==> src/rtl/ps2_pkg.sv <==
// Shared definitions for the PS/2 receiver: FSM state encoding and special scan codes.
package ps2_pkg;

  typedef enum logic [1:0] {
    IDLE   = 2'd0,
    DATA   = 2'd1,
    PARITY = 2'd2,
    STOP   = 2'd3
  } rx_state_t;

  localparam logic [7:0] BREAK_CODE = 8'hF0;
  localparam logic [7:0] EXT_CODE   = 8'hE0;

endpackage

==> src/rtl/sync_fifo.sv <==
// First-word-fall-through FIFO: head is visible the cycle after the write, zero-latency pop.
// Push while full is ignored unless a pop happens in the same cycle.
module sync_fifo #(
  parameter int DEPTH = 8,
  parameter int WIDTH = 8
) (
  input  logic                     clk,
  input  logic                     reset,
  input  logic                     push,
  input  logic [WIDTH-1:0]         wr_data,
  input  logic                     pop,
  output logic [WIDTH-1:0]         rd_data,
  output logic                     full,
  output logic                     empty,
  output logic [$clog2(DEPTH):0]   count
);

  localparam int AW = $clog2(DEPTH);
  localparam int CW = AW + 1;

  logic [WIDTH-1:0] mem [DEPTH];
  logic [AW-1:0]    wr_ptr;
  logic [AW-1:0]    rd_ptr;
  logic             wr_en;
  logic             rd_en;

  assign full    = (count == CW'(DEPTH));
  assign empty   = (count == '0);
  assign rd_en   = pop && !empty;
  assign wr_en   = push && (!full || rd_en);
  assign rd_data = empty ? '0 : mem[rd_ptr];

  always_ff @(posedge clk) begin
    if (wr_en) mem[wr_ptr] <= wr_data;
  end

  // Power-of-two depth lets the pointers wrap on natural overflow.
  always_ff @(posedge clk) begin
    if (reset) begin
      wr_ptr <= '0;
      rd_ptr <= '0;
      count  <= '0;
    end else begin
      if (wr_en) wr_ptr <= wr_ptr + 1'b1;
      if (rd_en) rd_ptr <= rd_ptr + 1'b1;
      case ({wr_en, rd_en})
        2'b10:   count <= count + 1'b1;
        2'b01:   count <= count - 1'b1;
        default: count <= count;
      endcase
    end
  end

endmodule

==> src/rtl/ps2_rx_fifo.sv <==
// PS/2 receiver with glitch filter, frame checks and timeout feeding a FWFT scan-code FIFO.
// Byte appears at rd_data the cycle after its stop bit; bytes arriving while full are dropped (overflow). Optional: PS2_BREAK_FILTER_EN.
module ps2_rx_fifo
  import ps2_pkg::*;
#(
  parameter int FIFO_DEPTH     = 8,
  parameter int SYNC_STAGES    = 2,
  parameter int FILTER_CYCLES  = 8,
  parameter int TIMEOUT_CYCLES = 200000
) (
  input  logic                          clk100Mhz,
  input  logic                          reset,
  input  logic                          PS2Clk,
  input  logic                          PS2Data,
  output logic [7:0]                    rd_data,
  output logic                          rd_valid,
  input  logic                          rd_ready,
  output logic [$clog2(FIFO_DEPTH):0]   count,
  output logic                          strobe,
  output logic                          parity_err,
  output logic                          frame_err,
  output logic                          overflow
);

  localparam int FW = $clog2(FILTER_CYCLES + 1);
  localparam int TW = $clog2(TIMEOUT_CYCLES);

  logic [SYNC_STAGES-1:0] clk_sync, data_sync;
  logic                   clk_s, data_s;
  logic                   fclk;
  logic [FW-1:0]          filt_cnt;
  logic                   filt_done, fall;
  logic [TW-1:0]          idle_cnt;
  logic                   timeout;

  rx_state_t  state, state_n;
  logic [2:0] bit_cnt, bit_cnt_n;
  logic [7:0] shreg, shreg_n;
  logic       par_bit, par_bit_n;
  logic       good, set_perr, set_ferr;
  logic       push, push_ok, pop, full, empty;

  assign clk_s  = clk_sync[SYNC_STAGES-1];
  assign data_s = data_sync[SYNC_STAGES-1];

  always_ff @(posedge clk100Mhz) begin
    if (reset) begin
      clk_sync  <= '1;
      data_sync <= '1;
    end else begin
      clk_sync  <= {clk_sync[SYNC_STAGES-2:0], PS2Clk};
      data_sync <= {data_sync[SYNC_STAGES-2:0], PS2Data};
    end
  end

  // The sample event fires in the same cycle the filter commits fclk 1->0.
  assign filt_done = (clk_s != fclk) && (filt_cnt == FW'(FILTER_CYCLES - 1));
  assign fall      = filt_done && fclk;

  always_ff @(posedge clk100Mhz) begin
    if (reset) begin
      fclk     <= 1'b1;
      filt_cnt <= '0;
    end else if (clk_s == fclk) begin
      filt_cnt <= '0;
    end else if (filt_done) begin
      fclk     <= clk_s;
      filt_cnt <= '0;
    end else begin
      filt_cnt <= filt_cnt + 1'b1;
    end
  end

  assign timeout = (state != IDLE) && (idle_cnt == TW'(TIMEOUT_CYCLES - 1));

  always_ff @(posedge clk100Mhz) begin
    if (reset || state == IDLE || fall || timeout) idle_cnt <= '0;
    else                                           idle_cnt <= idle_cnt + 1'b1;
  end

  always_ff @(posedge clk100Mhz) begin
    if (reset) begin
      state   <= IDLE;
      bit_cnt <= '0;
      shreg   <= '0;
      par_bit <= 1'b0;
    end else begin
      state   <= state_n;
      bit_cnt <= bit_cnt_n;
      shreg   <= shreg_n;
      par_bit <= par_bit_n;
    end
  end

  always_comb begin
    state_n   = state;
    bit_cnt_n = bit_cnt;
    shreg_n   = shreg;
    par_bit_n = par_bit;
    good      = 1'b0;
    set_perr  = 1'b0;
    set_ferr  = 1'b0;
    if (timeout) begin
      state_n  = IDLE;
      set_ferr = 1'b1;
    end else if (fall) begin
      case (state)
        IDLE: begin
          if (!data_s) begin
            state_n   = DATA;
            bit_cnt_n = 3'd0;
          end
        end
        DATA: begin
          shreg_n   = {data_s, shreg[7:1]};
          bit_cnt_n = bit_cnt + 3'd1;
          if (bit_cnt == 3'd7) state_n = PARITY;
        end
        PARITY: begin
          par_bit_n = data_s;
          state_n   = STOP;
        end
        STOP: begin
          state_n = IDLE;
          if (!data_s)                  set_ferr = 1'b1;
          else if (!(^{shreg, par_bit})) set_perr = 1'b1;
          else                          good     = 1'b1;
        end
        default: state_n = IDLE;
      endcase
    end
  end

`ifdef PS2_BREAK_FILTER_EN
  logic break_pending;

  // A break code swallows itself and the key code that follows it.
  assign push = good && !break_pending && (shreg != BREAK_CODE);

  always_ff @(posedge clk100Mhz) begin
    if (reset)     break_pending <= 1'b0;
    else if (good) break_pending <= !break_pending && (shreg == BREAK_CODE);
  end
`else
  assign push = good;
`endif

  assign rd_valid = !empty;
  assign pop      = rd_valid && rd_ready;
  assign push_ok  = push && (!full || pop);

  always_ff @(posedge clk100Mhz) begin
    if (reset) begin
      strobe     <= 1'b0;
      parity_err <= 1'b0;
      frame_err  <= 1'b0;
      overflow   <= 1'b0;
    end else begin
      strobe <= push_ok;
      if (set_perr)            parity_err <= 1'b1;
      if (set_ferr)            frame_err  <= 1'b1;
      if (push && full && !pop) overflow  <= 1'b1;
    end
  end

  sync_fifo #(
    .DEPTH (FIFO_DEPTH),
    .WIDTH (8)
  ) u_fifo (
    .clk     (clk100Mhz),
    .reset   (reset),
    .push    (push),
    .wr_data (shreg),
    .pop     (pop),
    .rd_data (rd_data),
    .full    (full),
    .empty   (empty),
    .count   (count)
  );

endmodule

==> config.mk <==
export PLATFORM = sky130hd
export DESIGN_NAME = ps2_rx_fifo
export DESIGN_NICKNAME = d
export VERILOG_FILES = /design/src/rtl/ps2_pkg.sv /design/src/rtl/sync_fifo.sv /design/src/rtl/ps2_rx_fifo.sv
export SDC_FILE = /design/constraint.sdc
export NUM_CORES = 1
export LEC_CHECK = 0
export CAP_MARGIN = 20
export CORE_MARGIN = 2
export CORE_UTILIZATION = 50
export CTS_CLUSTER_DIAMETER = 120
export DETAILED_ROUTE_END_ITERATION = 10
export GPL_TIMING_DRIVEN = 0
export PLACE_DENSITY = 0.7
export SLEW_MARGIN = 40
export SYNTH_ARGS = -nofsm -noshare
export SYNTH_HDL_FRONTEND = slang
export SYNTH_SLANG_ARGS = --single-unit
==> constraint.sdc <==
create_clock -name clk100Mhz -period 3 [get_ports clk100Mhz]
set_input_delay 0.3 -clock clk100Mhz [delete_from_list [all_inputs] [get_ports clk100Mhz]]
set_output_delay 0.3 -clock clk100Mhz [all_outputs]
set_load 0.01 [all_outputs]
* Word-level counts from Yosys, hierarchy flattened
Memories as Yosys holds them, arrays and structs flattened. A register that Yosys moved wholly into a read port is not among the register bits. Index checks and enable logic that the tools add are counted.
Word-level totals: memories kept 1, word-level logic and storage cells 94, memory bits (writable) 64, output and inout port bits 17, input bits 5, flip-flop bits (word level) 55
Operators by class: reduce and logical (&&, ||, !) cells 30, add/sub/neg operators 7, bitwise logic cells 2, equality and inequality tests 13, mux-type cells 25
Memory list:
- u_fifo.mem | depth 8, bits a word 8, rd ports 1, clocked after memory_dff 1, write ports 1, line sync_fifo.sv:21 | logic [WIDTH-1:0] mem [DEPTH];
Operators by type and width (number):
- 18-bit by 1-bit adder with 18-bit output, second input constant | 1
- 18-bit equality test, second input constant | 1
- 1-bit 2-to-1 mux | 16
- 3-bit by 1-bit adder with 3-bit output, second input constant | 3
- 1-bit logical AND | 9
- 3-bit 2-to-1 mux | 3
- 3-bit AND reduction | 3
- 9-bit parity | 1
- 4-bit by 1-bit adder with 4-bit output, second input constant | 2
- 8-bit 2-to-1 mux | 1
- 2-bit one-hot mux with 4 select lines | 1
- 4-bit one-hot mux with 2 select lines | 1
- 2-bit equality test, second input constant | 3
- 3-bit one-hot mux with 2 select lines | 1
- 2-bit nonzero test | 3
- 1-bit logical OR | 5
- 2-bit by 1-bit equality test with 1-bit output, second input constant | 2
- 4-bit by 3-bit equality test with 1-bit output, second input constant | 1
- 4-bit equality test, second input constant | 1
- 4-bit zero test | 1
- 2-bit 2-to-1 mux | 2
- 2-bit != test, second input constant | 2
- 4-bit AND reduction | 1
- 4-bit by 1-bit subtractor with 4-bit output, second input constant | 1
- other kinds (9) | 12

* Logic depth before layout (Yosys ltp)
word-level depth 9, mapped depth 13, gate-level depth less buffers 12

* Hierarchy
From an unflattened synthesis, not the netlist that was laid out.
Second synthesis, totals: cells, all modules 393, area total of the unflattened synthesis 5202.5 um2
By module, submodules not included:
- sync_fifo | times used 1, area each 3185.6 um2, cells each 185, seq. area each 2182.1 um2
- ps2_rx_fifo | times used 1, area each 2016.9 um2, cells each 208, seq. area each 900.9 um2

* Worst setup path after synthesis
Ideal clock, no wire load.
kind reg-to-reg, start register shreg[2], end memory u_fifo.mem[2][0] (enable), required time 2602 ps, cell stages (with the launch flop) 7, period minus slack after synthesis 3235 ps, setup slack -235 ps, setup time 398 ps, arrival time 2837 ps, path buffers 1, cells stage by stage dfxtp_1 -> xor2_1 -> xnor3_2 -> xnor2_2 -> or4_4 -> buf_6 -> nor4b_1
Between the ends: longest elaborated chain between the ends 9
RTL lines:
- from (decl) | line ps2_rx_fifo.sv:38 | logic [7:0] shreg, shreg_n;
- from (signal assigned) | line ps2_rx_fifo.sv:90 | shreg <= shreg_n;
- 9-bit parity | line ps2_rx_fifo.sv:126 | else if (!(^{shreg, par_bit})) set_perr = 1'b1;
- 1-bit 2-to-1 mux | line ps2_rx_fifo.sv:126
- 1-bit 2-to-1 mux | line ps2_rx_fifo.sv:125 | if (!data_s) set_ferr = 1'b1;
- 1-bit 2-to-1 mux | line ps2_rx_fifo.sv:107 | case (state)
- 1-bit 2-to-1 mux | line ps2_rx_fifo.sv:106 | end else if (fall) begin
- 1-bit 2-to-1 mux | line ps2_rx_fifo.sv:103 | if (timeout) begin
- 1-bit logical AND | line sync_fifo.sv:30 | assign wr_en = push && (!full || rd_en);
- 1-bit 2-to-1 mux | line sync_fifo.sv:34 | if (wr_en) mem[wr_ptr] <= wr_data;
- 1-bit 2-to-1 mux (not written as such) | line sync_fifo.sv:34
- to (decl) | line sync_fifo.sv:21
No other way between the ends.

* Worst setup path after layout
start register shreg[5], end register u_fifo.count[2]
Between the ends: longest elaborated chain between the ends 9, elaborated cells between the ends (all ways) 11, classes of those cells 2 x eq/ne; 6 x mux; 3 x reduce/logical
RTL lines:
- 9-bit parity (*) | line ps2_rx_fifo.sv:126
- 1-bit 2-to-1 mux (*) | line ps2_rx_fifo.sv:126
- 1-bit 2-to-1 mux (*) | line ps2_rx_fifo.sv:125
- 1-bit 2-to-1 mux (*) | line ps2_rx_fifo.sv:107
- 1-bit 2-to-1 mux (*) | line ps2_rx_fifo.sv:106
- 1-bit 2-to-1 mux (*) | line ps2_rx_fifo.sv:103
- 1-bit logical AND (*) | line sync_fifo.sv:30
- 2-bit by 1-bit equality test with 1-bit output / 2-bit equality test (equally long branches) | line sync_fifo.sv:46 | case ({wr_en, rd_en})
- 4-bit one-hot mux with 2 select lines / 2-bit nonzero test (equally long branches)
- to (signal assigned) | line sync_fifo.sv:47 | 2'b10: count <= count + 1'b1;
- to (signal assigned) | line sync_fifo.sv:48 | 2'b01: count <= count - 1'b1;
- to (signal assigned) | line sync_fifo.sv:49 | default: count <= count;
- to (decl) | line sync_fifo.sv:15 | output logic [$clog2(DEPTH):0] count
Mark *: on every way between the ends. The rest lies on a longest branch, timed or not. A chain may end at the register's enable or synchronous reset.

==> metrics.yaml <==
finClkSkew_ns: 0.008663
fin_util: 0.6491
cts_max_path_buffers: 2
timing.setup.tns_ns: 0
startpoint_type: "flop"
core_area_um2: 9819
whs_path_depth: 2
register_area_um2: 3109
fillCellCount: 787
total_power_uw: 4352
antenna_cells: 0
ys_seq_elements: 122
setup_violations: 0
hold_viol: 0
routed_wl_mm: 9.558
relSlewSlack: 0.5493
layout-drive-gt1-share: 0.2361
dp_cells: 555
grt_max_degree: 17
place_hpwl_mm: 6.316
gp_congestion: 0.7660
cts_buffers: 17
power.density_nw_per_um2: 682.8
core.rowCount: 36
tightest_slew_ns: 0.6760
nNetsFinal: 469
synth_cell_type_count: 44
cellLeakagePower_uw: 0.002186
hp-class: "in2reg"
area_delta_synth_final_pct: 25.38
vias: 3210
arrival_ns: 3.25
clkTransAtPathRegs_ns: 0.06
grtUsageTotal: 0.1888
clkLatencyLatePin_ns: 0.52
fin_cells: 599
period_needed_ns: 2.846
fin_crit_sh: 0.9487
htree_levels: 4
peakVddDrop_mv: 0.3394
fmax_ghz: 0.3514
detail-route-antenna-nets: 0
cts_hold_buf: 0
syn_inst: 401
drcViolationCount: 0
tritoncts: "yes"
yosys_warnings: 0
cp_max_fo: 11
chipWidth_um: 104.8
synth_top_area_cell: "edfxtp_1"
synth.cell_area_um2: 5084
multiInputGateArea_um2: 2072
antenna_found_initial: 0
dp_slack_ns: -0.3074
dr.pass1.iters: 4
r2r_cells: 10
crit_type: "reg2reg"
cts-root-buf: "clkbuf_8"
wire_per_inst_um: 15.96
cap_violations: 0
critPathCaptureType: "flop"
setup_slack_ns: 0.1539
viasPerCell: 5.359
drv_slew: 0
die_h_um: 104.8
grt_pass1_vias: 3208
cts_sinks: 122
ios: 22
numPortBuffers: 21
avgSynthCellArea_um2: 12.68
yosysSeqAreaShare: 0.6064
outcome: "completed"
synthTopCellsByArea: "edfxtp_1, dfxtp_1, mux4_2"
synth.top_cell.area_share: 0.3780
synth_fp_nets: 417
gr-total-overflow: 0
drtIter0Drc: 97
grt_pass1_wl_mm: 16.02
required_ns: 3.41
initial_core_util: 0.5177
die-area_um2: 10990
[worst paths after layout]
kind,start,end,slack (ns)
setup / recovery,shreg[5],u_fifo.count[2],0.15
hold / removal,PS2Data,data_sync[0],0.34
setup reg to reg,shreg[5],u_fifo.count[2],0.15
hold reg to reg,clk_sync[0],clk_sync[1],0.42
[timing repair]
| action | in CTS | in global routing |
|---|---|---|
| setup buffers | 8 | 6 |
| endpoints found under the setup margin | 73 | 70 |
| gates resized for setup | 11 | 29 |
| pin swaps | 6 | 5 |
[report_power, final]
group	switching, µW	total [µW]	internal (µW)
sequential	53.8	1820	1760
clock	848	1910	1060
combinational	277	623	346
[state kept, by name, summed over array words and instances, names as in the netlist, 2 cells and up, named ones only]
signal / flops
clk_sync: 2
idle_cnt: 18
state: 2
u_fifo.mem: 64
u_fifo.count: 4
shreg: 8
bit_cnt: 3
u_fifo.wr_ptr: 3
u_fifo.rd_ptr: 3
filt_cnt: 4
data_sync: 2
[placed cells by master, fill, tap and decap left out, types with 6 or more instances in the layout]
| cell type | Yosys | final |
|---|---|---|
| edfxtp_1 | 64 | 64 |
| nor2_1 | 51 | 49 |
| dfxtp_1 | 58 | 49 |
| nand2_1 | 33 | 32 |
| clkdlybuf4s50_1 | 0 | 21 |
| nand3_1 | 20 | 20 |
| mux4_2 | 16 | 16 |
| a21oi_1 | 16 | 16 |
| clkbuf_16 | 0 | 16 |
| xor2_1 | 15 | 14 |
| mux2i_1 | 14 | 14 |
| xnor2_1 | 13 | 12 |
| buf_4 | 0 | 11 |
| nor3_1 | 12 | 10 |
| ha_1 | 11 | 10 |
| inv_1 | 8 | 7 |
| clkbuf_1 | 10 | 7 |
| dfxtp_4 | 0 | 6 |
[cell type report]
cell class,count,share of cell area
Buffer,15,0.01197
Clock inverter,15,0.02395
Inverter,8,0.004711
Clock buffer,17,0.06498
Tap cell,133,0.02611
Sequential cell,122,0.4878
Timing Repair Buffer,35,0.05536
Multi-Input combinational cell,254,0.3251
[per-stage QoR]
stage / hold WS [ns] / instance area, µm²
6_report: 0.3425 / 6374
2_1_floorplan: 0.3895 / 5102
5_1_grt: 0.3316 / 6374
3_3_place_gp: 0.4003 / 5479
3_5_place_dp: 0.4005 / 5527
4_1_cts: 0.3252 / 6220
[cell families after synthesis]
family                   Yosys count  share of synthesized area
AO/OA/AOI/OAI                     22                    0.02486
XOR/XNOR                          31                    0.06153
adder cells (fa/ha/maj)           11                    0.02707
buffers and inverters             25                    0.02043
flip-flops                       122                     0.6064
multiplexers                      33                     0.1066
AND/OR/NAND/NOR                  157                     0.1531
[synthesized netlist by cell type (all sizes together)]
library cell  instances
a211o                 1
a211oi                1
a21oi                16
a41oi                 1
and2                  2
and3                  5
buf                   7
clkbuf               10
dfxtp                58
edfxtp               64
ha                   11
inv                   8
mux2                  3
mux2i                14
mux4                 16
nand2                33
nand2b                2
nand3                20
nand3b                1
nand4                 5
nor2                 51
nor2b                 2
nor3                 12
nor3b                 4
nor4                  6
nor4b                 2
o211ai                1
o21ai                 1
o32ai                 1
or2                   5
or3                   3
or3b                  1
or4                   1
or4b                  1
or4bb                 1
xnor2                15
xnor3                 1
xor2                 15
[per-layer routing]
layer  wire (µm)  part of all wire  vias to the layer above  track usage
met1        4181              0.44                     1583       0.2380
li1            -                 -                     1559            -
met5           0                 0                        -            0
met3         297             0.031                       15      0.05115
met4         137             0.014                        0      0.06571
met2        4942              0.52                       53       0.3145
[worst max-delay path, stage by stage, from the launching register on]
cell     delay [ns]
dfxtp_4        0.39
xnor2_1        0.23
xnor3_2        0.43
xnor2_4        0.21
nor4_4         0.41
nor2_1         0.11
xnor2_1        0.14
ha_1           0.19
and3_1         0.15
mux2i_1        0.14
mux2_2         0.34
(Power assumes the default switching activity.)
